**config.mk**
```make
export PLATFORM = sky130hd
export DESIGN_NAME = pcie_iop2_reg_responder
export DESIGN_NICKNAME = d
export VERILOG_FILES = /design/src/rtl/pcie_iop2_reg_responder.sv
export SDC_FILE = /design/constraint.sdc
export NUM_CORES = 1
export LEC_CHECK = 0
export CAP_MARGIN = 10
export CORE_ASPECT_RATIO = 1.2
export CORE_MARGIN = 1
export CORE_UTILIZATION = 43
export CTS_CLUSTER_DIAMETER = 50
export DETAILED_ROUTE_END_ITERATION = 8
export GPL_TIMING_DRIVEN = 1
export PLACE_DENSITY = 0.82
export SYNTH_ARGS = -nofsm -noshare
export SYNTH_HDL_FRONTEND = slang
export SYNTH_SLANG_ARGS = --single-unit
```
**constraint.sdc**
```tcl
create_clock -name clk -period 4.99 [get_ports clk]
set_clock_uncertainty 0.05 [all_clocks]
set_input_delay 0.998 -clock clk [delete_from_list [all_inputs] [get_ports clk]]
set_output_delay 0.998 -clock clk [all_outputs]
set_load 0.01 [all_outputs]
```
**src/rtl/pcie_iop2_reg_responder.sv**
```systemverilog
// IoPort2 register-message responder: decodes write/read requests from the arbiter,
// drives a strobe register bus and returns read responses upstream.
module pcie_iop2_reg_responder #(
  parameter int unsigned RD_TIMEOUT   = 256,
  parameter logic [31:0] TIMEOUT_DATA = 32'hBADC0FFE
) (
  input  logic        clk,
  input  logic        reset_n,
  input  logic [63:0] regi_tdata,
  input  logic        regi_tvalid,
  output logic        regi_tready,
  output logic [63:0] rego_tdata,
  output logic        rego_tvalid,
  input  logic        rego_tready,
  output logic [19:0] reg_addr,
  output logic [31:0] reg_wr_data,
  output logic [3:0]  reg_wr_be,
  output logic        reg_wr_stb,
  output logic        reg_rd_stb,
  input  logic [31:0] reg_rd_data,
  input  logic        reg_rd_ack,
  output logic [7:0]  bad_msg_cnt,
  output logic        rd_timeout
);

  localparam int unsigned   TW   = $clog2(RD_TIMEOUT) + 1;
  localparam logic [TW-1:0] TERM = TW'(RD_TIMEOUT - 1);

  typedef enum logic [2:0] {IDLE, WRITE, READ, RD_WAIT, RESP} state_t;

  state_t          state, next_state;
  logic [TW-1:0]   timer;
  logic            hw;
  logic [31:0]     rd_data;

  logic            accept;
  logic            msg_wr;
  logic            msg_rd;
  logic            ack_taken;
  logic            timeout_hit;
  logic [31:0]     resp_data;
  logic            unused_rsvd;

  // Reserved byte of the request carries no meaning on the way in.
  assign unused_rsvd = ^regi_tdata[59:52];

  assign msg_wr = ~regi_tdata[63] &  regi_tdata[62] & ~regi_tdata[61];
  assign msg_rd = ~regi_tdata[63] & ~regi_tdata[62] &  regi_tdata[61];
  assign resp_data = hw ? {16'h0000, rd_data[15:0]} : rd_data;

  always_comb begin
    next_state  = state;
    regi_tready = 1'b0;
    reg_wr_stb  = 1'b0;
    reg_rd_stb  = 1'b0;
    rego_tvalid = 1'b0;
    rego_tdata  = '0;
    rd_timeout  = 1'b0;
    ack_taken   = 1'b0;
    timeout_hit = 1'b0;
    accept      = 1'b0;
    case (state)
      IDLE: begin
        regi_tready = 1'b1;
        accept      = regi_tvalid;
        if (regi_tvalid) begin
          if (msg_wr)      next_state = WRITE;
          else if (msg_rd) next_state = READ;
        end
      end
      WRITE: begin
        reg_wr_stb = 1'b1;
        next_state = IDLE;
      end
      READ: begin
        reg_rd_stb = 1'b1;
        ack_taken  = reg_rd_ack;
        next_state = reg_rd_ack ? RESP : RD_WAIT;
      end
      RD_WAIT: begin
        // Ack has priority over a timeout landing in the same cycle.
        if (reg_rd_ack) begin
          ack_taken  = 1'b1;
          next_state = RESP;
        end else if (timer == TERM) begin
          timeout_hit = 1'b1;
          rd_timeout  = 1'b1;
          next_state  = RESP;
        end
      end
      RESP: begin
        rego_tvalid = 1'b1;
        rego_tdata  = {1'b1, 1'b0, 1'b0, hw, 8'h00, reg_addr, resp_data};
        if (rego_tready) next_state = IDLE;
      end
      default: next_state = IDLE;
    endcase
  end

  always_ff @(posedge clk or negedge reset_n) begin
    if (!reset_n) begin
      state       <= IDLE;
      timer       <= '0;
      hw          <= 1'b0;
      rd_data     <= '0;
      reg_addr    <= '0;
      reg_wr_data <= '0;
      reg_wr_be   <= '0;
      bad_msg_cnt <= '0;
    end else begin
      state <= next_state;
      if (accept) begin
        if (msg_wr || msg_rd) begin
          reg_addr    <= regi_tdata[51:32];
          reg_wr_data <= regi_tdata[31:0];
          hw          <= regi_tdata[60];
          reg_wr_be   <= regi_tdata[60] ? 4'b0011 : 4'b1111;
        end else if (bad_msg_cnt != '1) begin
          bad_msg_cnt <= bad_msg_cnt + 8'd1;
        end
      end
      if (state == READ)
        timer <= '0;
      else if (state == RD_WAIT && timer != TERM)
        timer <= timer + TW'(1);
      if (ack_taken)
        rd_data <= reg_rd_data;
      else if (timeout_hit)
        rd_data <= TIMEOUT_DATA;
    end
  end

endmodule

```
* Word-level counts from Yosys, hierarchy flattened
Index checks and enable logic that the tools add are counted.
** Operators by class
- Add/sub/neg operators :: 2
- $mul :: 0
- Divide/modulo/power cells :: 0
- Magnitude comparators :: 0
- Eq/ne operators :: 11
- Shifts and indexed selects :: 0
- Multiplexer cells :: 25
- Bitwise gates (word level) :: 8
- Reduce and logical (&&, ||, !) cells :: 8
** Operators by type and width (number)
- $mux 32 :: 3
- $mux 64 :: 1
- $mux 3 :: 7
- $mux 9 :: 2
- $pmux 3 s4 :: 1
- $add 9x1->9 const B :: 1
- $eq 9x8->1 const B :: 1
- $mux 1 :: 9
- $ne 9x8->1 const B :: 1
- $add 8x1->8 const B :: 1
- $ne 8x8->1 const B :: 1
- $eq 3x2->1 const B :: 2
- $ne 3x3->1 const B :: 2
- $and 1x1->1 :: 4
- $mux 4 :: 1
- $ne 2x2->1 const B :: 2
- $not 1->1 :: 4
- $reduce_and 4->1 :: 1
- $reduce_bool 2->1 :: 2
- $eq 3x1->1 const B :: 1
- $eq 3x3->1 const B :: 1
- $logic_not 3->1 :: 1
- $reduce_and 3->1 :: 1
- $pmux 1 s2 :: 1
- 3 further kinds :: 3
** Storage, ports and cells
- Flip-flop bits (word level) :: 109
- Latch bits :: 0
- RAM bits :: 0
- Memory bits (read-only) :: 0
- Output and inout bits :: 133
- Logic and storage cells :: 62
- Memories :: 0

* Longest topological paths before layout
Gate-level depths: netlist of run 1.
- Word-level depth :: 7
- Depth in mapped cells :: 8
- Mapped depth without buffers :: 8

* Worst setup path after synthesis of run 1
No wires, ideal clock.
- Kind :: reg-to-output
- Start point :: reg state[0]
- End point :: out rego_tdata[22]
- Arrival time :: 1460 ps
- Setup slack :: 2482 ps
- Stages on the path, launching flop included :: 6
- Path through :: dfrtp_1 > buf_6 > nor3b_1 > nor2b_1 > clkbuf_1 > and2_1
** On the way
- Word-level cells in the longest chain between the ends :: 2
** Ends and longest elaborated chain
- start, declared :: line 31 : state_t state, next_state;
- start signal, assigned :: line 111 : state <= next_state;
- $eq 3x3->1 :: line 62 : case (state)
- $mux 64 :: line 62
- end, declared :: line 12 : output logic [63:0] rego_tdata,
Every way passes these cells.

* Worst setup path after layout of run 1
- Start point :: reg state[2]
- End point :: out rego_tdata[18]
The elaborated chain is that of the path after synthesis.

==> results of run 1 <==
[sequential cells by signal (all words and copies together) (netlist names)]
register	cells
rd_data	32
hw	1
reg_wr_be	2
bad_msg_cnt	8
timer	9
reg_wr_data	32
reg_addr	20
state	3
[logic make-up after synthesis]
logic type,count (synthesis),synth area share (%)
AO/OA/AOI/OAI,45,7.680
AND/OR/NAND/NOR,111,14.12
XOR/XNOR,11,2.068
multiplexers,56,13.51
flip-flops,107,57.47
other,1,0.08048
buffers and inverters,33,4.270
adder cells (fa/ha/maj),3,0.8057
[critical path, cell delays in order (launching register included)]
cell             delay, ns
dfrtp_1               0.47
nor3b_2               0.20
buf_4                 0.38
nor2b_1               0.71
and2_1                0.26
clkdlybuf4s50_1       0.54
[report_power, final]
group	switching, mW	total, mW	internal (mW)
registers	0.178	1.31	1.14
logic	0.344	0.942	0.599
clock network	0.302	0.853	0.551
total	0.824	3.11	2.29
[placed cells by master (no fill, tap or decap), types with 2 or more instances in the layout]
| cell type | Yosys | routed |
|---|---|---|
| clkdlybuf4s50_1 | 0 | 214 |
| dfrtp_1 | 107 | 107 |
| mux2_2 | 55 | 55 |
| and2_1 | 54 | 54 |
| o22a_1 | 21 | 21 |
| nor2_1 | 13 | 13 |
| a22o_1 | 12 | 12 |
| conb_1 | 1 | 10 |
| nand2_1 | 9 | 9 |
| xor2_1 | 9 | 9 |
| clkbuf_16 | 0 | 9 |
| nand3_1 | 6 | 6 |
| buf_4 | 18 | 6 |
| nor3_1 | 5 | 5 |
| nand2b_1 | 5 | 5 |
| a21oi_1 | 5 | 5 |
| nand4_1 | 4 | 4 |
| bufinv_16 | 0 | 4 |
| inv_1 | 3 | 3 |
| nor2b_1 | 3 | 3 |
| o21ai_0 | 3 | 3 |
| ha_1 | 3 | 3 |
| xnor2_1 | 2 | 2 |
| nor4_1 | 2 | 2 |
| a31oi_1 | 2 | 2 |
[layer usage]
metal,global-route usage (%),vias up
met5,0,-
met4,8.458,0
met3,7.479,17
met2,37.00,139
met1,23.74,1774
li1,-,1672
[how the worst min path moves through the flow]
| stage | end | slack, ns |
|---|---|---|
| CTS | rd_data[7] | 0.44 |
| detailed placement | rd_data[29] | 0.42 |
| floorplan | rd_data[10] | 0.40 |
| global route | rd_data[10] | 0.45 |
| global placement | rd_data[29] | 0.41 |
| finish | rd_data[7] | 0.43 |
[cells in the mapped netlist, types with 2 or more instances]
| cell type | instances | area, um2 |
|---|---|---|
| ha_1 | 3 | 37.54 |
| nor3b_1 | 2 | 15.01 |
| mux2_2 | 55 | 619.3 |
| dfrtp_1 | 107 | 2678 |
| buf_4 | 18 | 135.1 |
| xor2_1 | 9 | 78.83 |
| nand3_1 | 6 | 30.03 |
| a21oi_1 | 5 | 25.02 |
| nor2b_1 | 3 | 18.77 |
| xnor2_1 | 2 | 17.52 |
| nand2_1 | 9 | 33.78 |
| nand2b_1 | 5 | 31.28 |
| o22a_1 | 21 | 183.9 |
| nor4_1 | 2 | 12.51 |
| clkbuf_1 | 11 | 41.29 |
| a31oi_1 | 2 | 12.51 |
| nor3_1 | 5 | 25.02 |
| nand4_1 | 4 | 25.02 |
| and2_1 | 54 | 337.8 |
| nor2_1 | 13 | 48.80 |
| o21ai_0 | 3 | 15.01 |
| inv_1 | 3 | 11.26 |
| a22o_1 | 12 | 105.1 |
[per-stage QoR]
step	cells	util, %	power [mW]	hold slack, ns	cell area [um2]
final	710	68.69	3.110	0.4288	7223
after global routing	710	68.69	3.275	0.4549	7223
after CTS	710	68.69	3.145	0.4364	7223
after detailed placement	695	65.22	2.279	0.4211	6859
after global placement	695	65.22	2.235	0.4119	6859
after floorplan	376	-	1.703	0.4016	4693
[final cells by class]
| type | count | share of cell area, % |
|---|---|---|
| Inverter | 3 | 0.1559 |
| Multi-Input combinational cell | 236 | 25.22 |
| Clock inverter | 5 | 1.732 |
| Timing Repair Buffer | 220 | 30.28 |
| Tap cell | 129 | 2.235 |
| Clock buffer | 10 | 3.309 |
| Sequential cell | 107 | 37.07 |
==> results.json, run 1 <==
{
  "status": "completed",
  "cp-startpoint": "state[2]",
  "maxSlewViolCount": 0,
  "hold_depth": 1,
  "grt_overflow": 0,
  "synth.distinct_cells": 36,
  "ys_seq_elements": 107,
  "met1_length_um": 4445,
  "fin_ws_ns": 1.027,
  "fill_cells": 796,
  "rsz0062_at_grt": "false",
  "initial_utilization_pct": 44.31,
  "die_area_um2": 11260,
  "antenna_found_initial": 0,
  "multi_input_area_um2": 1822,
  "critPathCapture": "rego_tdata[18]",
  "core_um2": 10520,
  "netlist_area_um2": 4659,
  "fin_crit_ns": 3.963,
  "drt_wl_total_um": 11810,
  "clockRootBuffer": "clkbuf_16",
  "fp.dieW_um": 97.03,
  "drive_above_1_share_pct": 13.94,
  "hold_path_class": "reg -> reg",
  "vdd_drop_max_v": 0.0002495,
  "maxSlewHeadroom_pct": 38.23,
  "required_ns": 3.94,
  "insertion_delay_ns": 0.34,
  "wl_met2_um": 6170,
  "routed.top_layer": "met4",
  "reg2reg_depth": 4,
  "vias_per_cell": 5.073,
  "port_buffers": 215,
  "clkTransAtPathRegs_ns": 0.06,
  "vias": 3602,
  "cts_buffers": 9,
  "timing.final.crit_share_pct": 79.42,
  "yosysWarnings": 0,
  "num-nets-final": 681,
  "htree_num_levels": 3,
  "cts_resized": 0,
  "grt_max_degree": 75,
  "r2r-end": "reg_addr[12]",
  "yosysSeqAreaShare_pct": 57.47,
  "grt_use_total_pct": 21.14,
  "crit_fanout": 41,
  "synth-async-reset-ratio_pct": 100.0,
  "powerDensity_nw_per_um2": 430.5,
  "worst_ep_arrival_time_ns": 2.91,
  "p_leak_nw": 2.996,
  "fmax_mhz": 252.3,
  "postCtsSetupBuffers": 0,
  "cap_violations": 0,
  "ctsHoldBuffers": 0,
  "num_rows": 41,
  "diodes": 0,
  "path_class": "reg -> out",
  "rr_startpoint": "state[2]",
  "syn_to_final_growth_pct": 55.02,
  "setup_viol": 0,
  "hpwl_um": 8751,
  "wl_met3_um": 952,
  "drt_iter0_drc": 97,
  "r2r_setup_slack_ns": 2.39,
  "tns_ns": 0,
  "pin_count": 234,
  "drt_first_pass_iters": 4,
  "tightest_slew_ns": 0.9265,
  "final-seq-area_um2": 2678,
  "crit_path_end_kind": "primary output",
  "dpl_worst_slack_ns": 1.389,
  "finalWeightedCongestion": 0.8306,
  "worstHoldStart": "rd_data[7]",
  "synth_area_per_cell_um2": 12.70,
  "ys.flop_type": "dfrtp_1",
  "grt_pass1_wl_um": 18440,
  "synth_edf_count": 0,
  "syn_inst": 367,
  "wl_per_cell_um": 16.63,
  "hold_violations": 0,
  "cts_tree": "yes",
  "drcViolationCount": 0,
  "ant_nets": 0,
  "die_h_um": 116.0,
  "startpoint_type": "flip-flop",
  "grt_pass1_vias": 3718,
  "cts_num_sinks": 107,
  "clock_path_buffers": 2
}
Power figures use the tool's default switching activity.
==> inputs of run 2 (changes only) <==
- CORE_UTILIZATION: 43 -> 40
- PLACE_DENSITY: 0.82 -> 0.77
- clock period: 4.99 -> 4.05 ns (I/O delays scaled with it)
==> run 2 against run 1 <==
  * Flip-flop and latch count did not move
  * Clock power is 2% higher
  * Via count shrank 0.81%
  * Cell count rose by 3.7%
  * Sequential power grew 24%
  * Critical path type unchanged
  * Critical endpoint unchanged
  * Largest power group unchanged
==> results.json, run 2 (synthesis gave the netlist of run 1 again) <==
{
  "grt_pass1_wl_um": 19090,
  "num_rows": 42,
  "dpl_worst_slack_ns": 0.9018,
  "clkTransAtPathRegs_ns": 0.06,
  "powerDensity_nw_per_um2": 507.9,
  "path_class": "reg -> out",
  "port_buffers": 215,
  "fin_crit_ns": 3.421,
  "status": "completed",
  "antenna_found_initial": 1,
  "fp.dieW_um": 100.5,
  "cts_buffers": 9,
  "grt_use_total_pct": 20.65,
  "crit_path_end_kind": "primary output",
  "grt_pass1_vias": 3867,
  "r2r_setup_slack_ns": 1.63,
  "worst_ep_arrival_time_ns": 2.56,
  "hold_path_class": "reg -> reg",
  "hpwl_um": 8739,
  "layout_common_cells": "clkdlybuf4s50_1, dfrtp_1, mux2_2, and2_1, o22a_1",
  "insertion_delay_ns": 0.34,
  "crit_fanout": 16,
  "core_um2": 11190,
  "maxSlewHeadroom_pct": 41.51,
  "drt_wl_total_um": 11910,
  "rr_startpoint": "timer[0]",
  "postCtsSetupBuffers": 0,
  "wl_per_cell_um": 16.18,
  "r2r-end": "timer[0]",
  "fin_ws_ns": 0.6292,
  "timing.final.crit_share_pct": 84.46,
  "drt_first_pass_iters": 4,
  "clockRootBuffer": "clkbuf_16",
  "cap_violations": 0,
  "tns_ns": 0,
  "reg2reg_depth": 7,
  "p_leak_nw": 2.956,
  "vdd_drop_max_v": 0.0002773,
  "hold_path_end": "rd_data[19]",
  "htree_num_levels": 3,
  "tightest_slew_ns": 0.8655,
  "required_ns": 3.19,
  "maxSlewViolCount": 0,
  "clock_path_buffers": 2,
  "drt_iter0_drc": 87,
  "grt_max_degree": 60,
  "vias": 3573,
  "syn_to_final_growth_pct": 54.24,
  "finalWeightedCongestion": 0.7422,
  "pin_count": 234,
  "ant_nets": 0,
  "drcViolationCount": 0,
  "grt_overflow": 0,
  "ctsHoldBuffers": 0,
  "num-nets-final": 681,
  "die_h_um": 120.2,
  "diodes": 0,
  "fin_area_um2": 7187,
  "cts_resized": 0,
  "fmax_mhz": 292.3,
  "hold_depth": 1,
  "hold_violations": 0,
  "worstHoldStart": "rd_data[19]",
  "die_area_um2": 12090,
  "cts_tree": "yes",
  "setup_viol": 0,
  "vias_per_cell": 4.855,
  "top_regs": "rd_data x32, reg_wr_data x32, reg_addr x20",
  "cts_num_sinks": 107,
  "placed_area_um2": 6890,
  "rsz0062_at_grt": "false",
  "drive_above_1_share_pct": 13.75,
  "initial_utilization_pct": 41.63,
  "final_common_cell": "clkdlybuf4s50_1",
  "startpoint_type": "flip-flop"
}
-- run 2: changes by cell type in the layout (fill, tap and decap cells not counted), sizes merged --
| cell | previous run | this run |
|---|---|---|
| bufinv | 4 | 1 |
| clkbuf | 10 | 12 |
| clkinvlp | 0 | 2 |
-- run 2: final cells by class --
| type | instances | area [um2] |
|---|---|---|
| multi-input combinational | 236 | 1822 |
| inverter | 3 | 11.26 |
| sequential | 107 | 2678 |
| timing repair buffer | 220 | 2187 |
| tap | 154 | 192.7 |
| clock inverter | 4 | 50.05 |
| clock buffer | 12 | 246.5 |
| fill | 889 | 4006 |
-- run 2: worst max-delay path by stage --
| stage | startpoint | to | cells past startpoint |
|---|---|---|---|
| final | state[1] | rego_tdata[18] | 4 |
| after global routing | state[2] | rego_tdata[18] | 4 |
| after CTS | state[1] | rego_tdata[18] | 4 |
| after detailed placement | state[1] | rego_tdata[18] | 4 |
| after global placement | state[1] | rego_tdata[19] | 4 |
| after floorplan | state[0] | rego_tdata[22] | 5 |
-- run 2: critical path, cell delays in order (launching register included) --
cell,delay [ns]
dfrtp_1,0.47
nor3b_2,0.27
nor2b_1,0.69
and2_1,0.26
clkdlybuf4s50_1,0.55
-- run 2: where the power goes --
group	switching [mW]	leakage, nW	internal [mW]
sequential	0.220	1.28	1.40
combinational	0.419	1.54	0.738
clock	0.377	0.139	0.496
total	1.02	2.96	2.63
-- run 2: through the flow --
step	hold WS [ns]	util (%)	instances	total power, mW
4_1_cts	0.4339	64.21	736	3.700
3_5_place_dp	0.4190	61.56	720	2.806
3_3_place_gp	0.4119	61.56	720	2.760
5_1_grt	0.4504	64.21	736	3.851
2_1_floorplan	0.4016	-	376	2.098
6_report	0.4302	64.21	736	3.650
-- run 2: per-layer routing --
layer  track usage, %  part of all wire (%)  vias up
met5                0                     0        -
met4            7.518                   2.2        0
met3            6.185                   6.8       19
met2            37.20                    52      145
met1            22.74                    39     1737
li1                 -                     -     1672
==> inputs of run 3 (changes only) <==
- CORE_UTILIZATION: 40 -> 36
- PLACE_DENSITY: 0.77 -> 0.73
- clock period: 4.05 -> 2.8 ns (I/O delays scaled with it)
==> run 3 against run 2 <==
  * Worst hold slack got worse by 0.29 ns
  * Setup slack got worse by 0.54 ns
  * Global-route usage fell by 2.8 points
  * Count of clock-buffer cells in the layout fell by 1
  * First-iteration DRC count rose by 49%
  * Critical path depth rose by 2
  * Critical endpoint unchanged
  * Flip-flop and latch count did not move
  * Register-to-register slack got worse by 1.1 ns
  * Clock power rose by 44%
==> results.json, run 3 (synthesis gave the netlist of run 1 again) <==
{
  "fin_ws_ns": 0.08582,
  "switching_share_pct": 27.81,
  "reg2reg_depth": 7,
  "initial_utilization_pct": 36.94,
  "cts_tree": "yes",
  "vdd_drop_max_v": 0.0003470,
  "wl_per_cell_um": 15.54,
  "hold_violations": 0,
  "layout_common_cells": "clkdlybuf4s50_1, dfrtp_1, mux2_2, and2_1, o22a_1",
  "final_common_cell": "clkdlybuf4s50_1",
  "top_regs": "rd_data x32, reg_wr_data x32, reg_addr x20",
  "rsz0062_at_grt": "false",
  "seqPwrFrac_pct": 44.2,
  "cts_num_sinks": 107,
  "fp.dieW_um": 105.9,
  "cts_buffers": 9,
  "insertion_delay_ns": 0.34,
  "core_um2": 12610,
  "drt_first_pass_iters": 4,
  "pin_count": 234,
  "r2r-end": "rd_data[19]",
  "vias": 3638,
  "fill_cells": 1068,
  "status": "completed",
  "grt_pass1_wl_um": 18750,
  "multi_input_area_um2": 1831,
  "timing.final.crit_share_pct": 96.93,
  "r2r_setup_slack_ns": 0.56,
  "die_area_um2": 13400,
  "tightest_slew_ns": 0.9780,
  "hold_path_class": "in -> async",
  "power_frac_comb_pct": 32.0,
  "clock_path_buffers": 2,
  "port_buffers": 215,
  "setup_viol": 0,
  "dpl_worst_slack_ns": 0.2448,
  "rr_startpoint": "timer[0]",
  "grt_overflow": 0,
  "clkTransAtPathRegs_ns": 0.06,
  "grt_use_total_pct": 17.88,
  "num_rows": 45,
  "powerDensity_nw_per_um2": 721.8,
  "finalWeightedCongestion": 0.8418,
  "crit_path_end_kind": "primary output",
  "worst_ep_arrival_time_ns": 2.10,
  "pwr-share-clk_pct": 23.8,
  "ctsHoldBuffers": 0,
  "drcViolationCount": 0,
  "power.switching_mw": 1.465,
  "drt_iter0_drc": 130,
  "clockRootBuffer": "clkbuf_16",
  "power.internal_mw": 3.803,
  "antenna_found_initial": 0,
  "die_h_um": 126.6,
  "drt_wl_total_um": 11720,
  "fmax_mhz": 368.4,
  "final-seq-area_um2": 2678,
  "num-nets-final": 689,
  "fin_total_pwr_mw": 5.268,
  "required_ns": 2.19,
  "fin_crit_ns": 2.714,
  "drive_above_1_share_pct": 15.08,
  "crit_fanout": 16,
  "cap_violations": 0,
  "path_class": "reg -> out",
  "grt_max_degree": 56,
  "diodes": 0,
  "maxSlewHeadroom_pct": 34.73,
  "htree_num_levels": 3,
  "maxSlewViolCount": 0,
  "tns_ns": 0,
  "syn_to_final_growth_pct": 56.63,
  "ant_nets": 0,
  "grt_pass1_vias": 3752,
  "hpwl_um": 8665,
  "vias_per_cell": 4.825,
  "p_leak_nw": 3.053,
  "startpoint_type": "flip-flop"
}
## run 3: cell count changes in the layout (fill, tap and decap cells not counted), sizes merged, moves of 2 or more
cell | before | now
clkdlybuf4s50 | 214 | 211
buf | 6 | 14
clkinv | 1 | 3
dlymetal6s2s | 0 | 2
clkinvlp | 2 | 0
## run 3: what timing repair did
action                                  in CTS  in global routing
pin swaps                                    1                  0
endpoints found under the setup margin      38                  2
gates cloned                                 0                  0
buffers inserted                             1                  0
resized for setup                            2                  3
## run 3: layer usage
metal / track usage [%] / up-vias / part of all wire, %
met1: 20.94 / 1779 / 41
met2: 31.33 / 147 / 51
met3: 4.419 / 17 / 6.8
li1: - / 1695 / -
met4: 7.108 / 0 / 1.8
met5: 0 / - / 0
## run 3: worst max path at each step
| stage | end | cells past startpoint | slack (ns) | startpoint |
|---|---|---|---|---|
| 3_5_place_dp | bad_msg_cnt[1] | 5 | 0.24 | regi_tvalid |
| 3_3_place_gp | reg_wr_data[20] | 5 | 0.27 | regi_tvalid |
| 4_1_cts | rego_tdata[16] | 6 | 0.04 | state[0] |
| 2_1_floorplan | timer[0] | 7 | 0.71 | timer[0] |
| 6_report | rego_tdata[18] | 6 | 0.09 | state[0] |
| 5_1_grt | rego_tdata[19] | 6 | 0.007 | state[0] |
## run 3: power groups by stage
stage,logic [mW],clock network (mW),registers (mW)
final,1.68,1.26,2.33
after global routing,1.81,1.36,2.40
after CTS,1.71,1.29,2.34
after detailed placement,1.70,0,2.35
after global placement,1.67,0,2.33
after floorplan,0.595,0,2.44
## run 3: worst max-delay path, stage by stage (launching register included)
cell and delay, ns:
dfrtp_1 0.41, nor3b_4 0.18, buf_4 0.17, nor2b_1 0.16
buf_6 0.16, and2_1 0.13, clkdlybuf4s50_1 0.55
## run 3: cell type report
cell class	instances	share of cell area, %
Tap cell	164	2.812
Sequential cell	107	36.69
Multi-Input combinational cell	236	25.08
Clock buffer	11	3.189
Clock inverter	5	0.8400
Timing Repair Buffer	228	31.24
Inverter	3	0.1543
## run 3: per-stage QoR
stage	instance area [um2]	utilization (%)	hold slack [ns]	instances
floorplan	4693	-	0.2144	376
global placement	6983	55.37	0.4111	737
detailed placement	6983	55.37	0.4190	737
CTS	7289	57.80	0.1582	754
global route	7298	57.87	0.1890	754
finish	7298	57.87	0.1403	754
